==> src/rtl/frame_pacer.sv <==
// Frame scheduler: paces frame starts to one per FRAME_PERIOD clocks, waits for
// the refresh engine to finish each frame, and aborts frames that never finish.
module frame_pacer #(
  parameter int unsigned FRAME_PERIOD = 3_333_333,
  parameter int unsigned TIMEOUT      = 4_000_000
) (
  input  logic       clk_in,
  input  logic       rst_n_in,
  input  logic       enable_in,
  input  logic       frame_rdy_in,
  input  logic       frame_done_in,
  input  logic       clr_err_in,
  output logic       frame_start_out,
  output logic       frame_pulse_out,
  output logic       busy_out,
  output logic       timeout_out,
  output logic [7:0] drop_cnt_out
);

  localparam logic [31:0] SLOT_LAST = 32'(FRAME_PERIOD - 1);
  localparam logic [31:0] WDT_LAST  = 32'(TIMEOUT - 1);

  typedef enum logic [1:0] {IDLE, WAIT, START, RUN} state_t;

  state_t      state, state_nx;
  logic [31:0] period_cnt;
  logic [31:0] wdt;
  logic        slot_open;
  logic        done_hit;
  logic        abort;

  assign slot_open = (period_cnt == SLOT_LAST);

  // done beats a watchdog expiry landing in the same cycle
  always_comb begin
    state_nx = state;
    done_hit = 1'b0;
    abort    = 1'b0;
    case (state)
      IDLE:  if (enable_in) state_nx = WAIT;
      WAIT: begin
        if (!enable_in)                      state_nx = IDLE;
        else if (frame_rdy_in && slot_open)  state_nx = START;
      end
      START: state_nx = RUN;
      RUN: begin
        if (frame_done_in) begin
          done_hit = 1'b1;
          state_nx = enable_in ? WAIT : IDLE;
        end else if (wdt == WDT_LAST) begin
          abort    = 1'b1;
          state_nx = enable_in ? WAIT : IDLE;
        end
      end
      default: state_nx = IDLE;
    endcase
  end

  always_ff @(posedge clk_in or negedge rst_n_in) begin
    if (!rst_n_in) state <= IDLE;
    else           state <= state_nx;
  end

  // preset to the last slot value so the first frame after reset goes out at once
  always_ff @(posedge clk_in or negedge rst_n_in) begin
    if (!rst_n_in) begin
      period_cnt <= SLOT_LAST;
      wdt        <= '0;
    end else begin
      if (state_nx == START)       period_cnt <= '0;
      else if (!slot_open)         period_cnt <= period_cnt + 32'd1;
      if (state == START)          wdt <= '0;
      else if (state == RUN)       wdt <= wdt + 32'd1;
    end
  end

  always_ff @(posedge clk_in or negedge rst_n_in) begin
    if (!rst_n_in) begin
      frame_start_out <= 1'b0;
      frame_pulse_out <= 1'b0;
      busy_out        <= 1'b0;
      timeout_out     <= 1'b0;
      drop_cnt_out    <= '0;
    end else begin
      frame_start_out <= (state_nx == START);
      frame_pulse_out <= done_hit;
      busy_out        <= (state_nx == START) || (state_nx == RUN);
      // an abort coinciding with a clear still records itself
      if (abort) begin
        timeout_out  <= 1'b1;
        drop_cnt_out <= clr_err_in ? 8'd1 :
                        (drop_cnt_out == 8'hff) ? 8'hff : drop_cnt_out + 8'd1;
      end else if (clr_err_in) begin
        timeout_out  <= 1'b0;
        drop_cnt_out <= '0;
      end
    end
  end

endmodule

==> config.mk <==
export PLATFORM = sky130hd
export DESIGN_NAME = frame_pacer
export DESIGN_NICKNAME = d
export VERILOG_FILES = /design/src/rtl/frame_pacer.sv
export SDC_FILE = /design/constraint.sdc
export NUM_CORES = 1
export LEC_CHECK = 0
export CELL_PAD_IN_SITES_DETAIL_PLACEMENT = 1
export CELL_PAD_IN_SITES_GLOBAL_PLACEMENT = 2
export CORE_AREA = 2 2 106 108
export DETAILED_ROUTE_END_ITERATION = 10
export DIE_AREA = 0 0 108 110
export DONT_BUFFER_PORTS = 1
export GPL_TIMING_DRIVEN = 0
export PLACE_DENSITY = 0.83
export SLEW_MARGIN = 10
export SYNTH_ARGS = -nofsm -noshare
export SYNTH_HDL_FRONTEND = slang
export SYNTH_SLANG_ARGS = --single-unit
==> constraint.sdc <==
create_clock -name clk_in -period 2.5 [get_ports clk_in]
set_input_delay 0.375 -clock clk_in [delete_from_list [all_inputs] [get_ports clk_in]]
set_output_delay 0.375 -clock clk_in [all_outputs]
set_load 0.05 [all_outputs]
==> flow_summary.toml <==
[floorplanning]
rows = 38
die_height_um = 110
die_area_sq_mm = 0.01188
dieWidth_um = 108
io_pins = 18
coreArea_sq_mm = 0.01070
start_util_pct = 40.13

[detailed_routing]
vias_per_cell = 6.120
drtIter0Drc = 130
ant_nets = 0
drt_wl_total_um = 11810
wire_per_inst_um = 19.43
remaining_drc_errors = 0
num_vias = 3721
dr.pass1.iters = 4

[logic_synthesis]
post-synth-top-area-fraction_pct = 38.47
ys_ff_latch = 78
synth-edff-count = 0
synth_cells = 447
async_flop_share_pct = 100.0
synth_area_leader_cell = "dfrtp_1"
ys.flop_type = "dfrtp_1"
synth.avg_cell_area_sq_um = 9.604
ys_seq_area_share_pct = 45.82
netlist_area_sq_mm = 0.004293
synth_fp_nets = 457
synth_cell_types = 52
synth.area.top_cells = "dfrtp_1 (38%), dfstp_2 (7.3%), nand4_1 (5.8%)"
yosys_warnings = 0

[layout]
num-fill-cells = 1268
n_antenna_cell = 0
final_cell_mix = "dfrtp_1 (66), nand4_1 (40), nor2_1 (25), xor2_1 (23), a21oi_1 (22)"
multi_input_area_sq_mm = 0.002165
layout_commonest_cell = "dfrtp_1"
area_delta_synth_final_pct = 10.14
fin_util_pct = 44.20
drive_gt1_share_pct = 9.829
regArea_sq_mm = 0.001967
nNetsFinal = 473

[timing]
skew_ns = 0.01381
worst_pin_slew_ns = 0.7845
min_period_ns = 2.328
fmax_mhz = 429.5
setup_tns_ns = 0
fin_crit_sh_pct = 93.14
setup_viol = 0
rsz0062_at_grt = "no"
setup_ws_ns = 0.1715
slew-limit-headroom_pct = 47.22
drv_slew = 0
finalHoldViolCount = 0

[placed_design]
place.gp.congestion = 0.8019
pre_cts_ws_ns = -0.06640
dp_hpwl_um = 8192
io_buffers = 0

[grt]
grt_usage_pct = 20.92
grt_pass1_vias = 3938
grt_overflow_total = 0
grt_pass1_wl_um = 19670
grt_antenna_before_repair = 0
grt_max_degree = 79

[cts]
clockRootBuffer = "clkbuf_8"
cts.reportedPaths.clkPinSlew_ns = 0.09
clkLatencyLatePin_ns = 0.36
cts_buffers = 9
clockBufferDepth = 2
cts_tree = "built"
cts_sinks = 78
htreeDepth = 3

[setup_path]
worstSetupPathType = "flip-flop to flip-flop"
endpoint_kind = "flip-flop"
cp.required_ns = 2.74
worstSetupStartpointType = "flip-flop"
worstReg2RegStart = "wdt[0]"
cp_max_fo = 8
arrival_ns = 2.57
critPathLaunch = "wdt[0]"

[min_path]
hold_start = "clr_err_in"
min_path_type = "input port to flip-flop"

[power_and_ir_drop]
fin_total_pwr_mw = 2.702
p_per_area_mw_per_mm2 = 571.5
power.leakage_nw = 1.873
peakVddDrop_v = 0.0002961

[run]
cap_viol_max_count = 0

[outcome]
status = "completed"
final cells by class:
cell class | instances | share of cell area, %
Sequential cell | 78 | 41.60
Clock inverter | 6 | 1.323
Timing Repair Buffer | 6 | 1.429
Buffer | 23 | 2.038
Inverter | 18 | 1.429
Clock buffer | 10 | 2.699
Multi-Input combinational cell | 327 | 45.78
Tap cell | 140 | 3.705
report_power, final:
group	internal (mW)	leakage, nW	switching (mW)
Clock	0.460	0.100	0.496
Sequential	1.31	1.01	0.0648
Combinational	0.130	0.760	0.238
Total	1.90	1.87	0.799
synth_stat cells (2+ instances only):
cell and number:
buf_2 2, dfrtp_1 66, or3_2 2, nand3_1 21, nand2b_1 2, clkbuf_1 20, and2_1 7, nor3_1 16
nor2_1 26, xnor2_1 7, o21ai_0 9, and4_1 17, xor2_1 23, or4_1 14, a22o_1 2, mux2i_1 5
nand4_1 40, inv_1 18, and3_1 13, nand2_1 19, a31oi_1 4, o31ai_1 14, o31a_1 2, nor4_1 18
o41ai_1 2, or3_1 6, ha_1 4, a21oi_1 22, nor4b_1 4, a211oi_1 4, a221oi_1 2, dfstp_2 12
o2bb2ai_1 3, a41oi_1 3
per-layer routing:
metal / up-vias / wire length [um] / global-route usage (%)
met4: 0 / 164 / 6.136
met2: 35 / 5992 / 36.07
met5: - / 0 / 0
met1: 1927 / 5392 / 27.03
li1: 1745 / - / -
met3: 14 / 263 / 3.704
path summary, 6_finish.rpt:
| kind | end | slack, ns | depth (start not counted) |
|---|---|---|---|
| min in group asynchronous | wdt[8] | 0.59 | 2 |
| max in group asynchronous | period_cnt[20] | 1.56 | 2 |
| hold / removal | drop_cnt_out[6] | 0.07 | 1 |
| setup reg to reg | state[1] | 0.17 | 6 |
| hold reg to reg | period_cnt[31] | 0.48 | 1 |
| setup / recovery | state[1] | 0.17 | 6 |
per-stage QoR:
step | hold WS (ns) | cell area [sq um] | cells
2_1_floorplan | 0.07941 | 4293 | 447
3_3_place_gp | 0.08311 | 4468 | 587
3_5_place_dp | 0.08229 | 4468 | 587
4_1_cts | 0.05413 | 4700 | 605
5_1_grt | 0.04865 | 4728 | 608
6_report | 0.06747 | 4728 | 608
cells by family after synthesis:
group                      after synthesis  synth area share, %
adders and majority gates                4                1.166
muxes                                    5                1.166
xor gates and xnor gates                30                6.121
AOI/OAI and AO/OA                       74                11.66
buffers and inverters                   42                3.905
and+or+nand+nor                        214                30.17
DFF                                     78                45.82
state kept, by name, summed over array words and instances (netlist names):
name,count
timeout_out,1
state,2
wdt,32
frame_start_out,1
busy_out,1
frame_pulse_out,1
drop_cnt_out,8
period_cnt,32
worst max-delay path, cell delays in order (launching register included):
cell and delay (ns):
dfrtp_1 0.41, ha_2 0.28, and4_1 0.20, clkbuf_1 0.25
and4_2 0.41, a211oi_1 0.14, or3_2 0.51
repair_timing:
item / 4_1_cts / 5_1_grt
resized for setup: 0 / 3
setup buffers: 1 / 3
pin swaps: 1 / 2
hold buffers: 2 / 0
setup endpoints to repair: 3 / 32
hold endpoints to repair: 78 / 0
(Power assumes the default switching activity.)
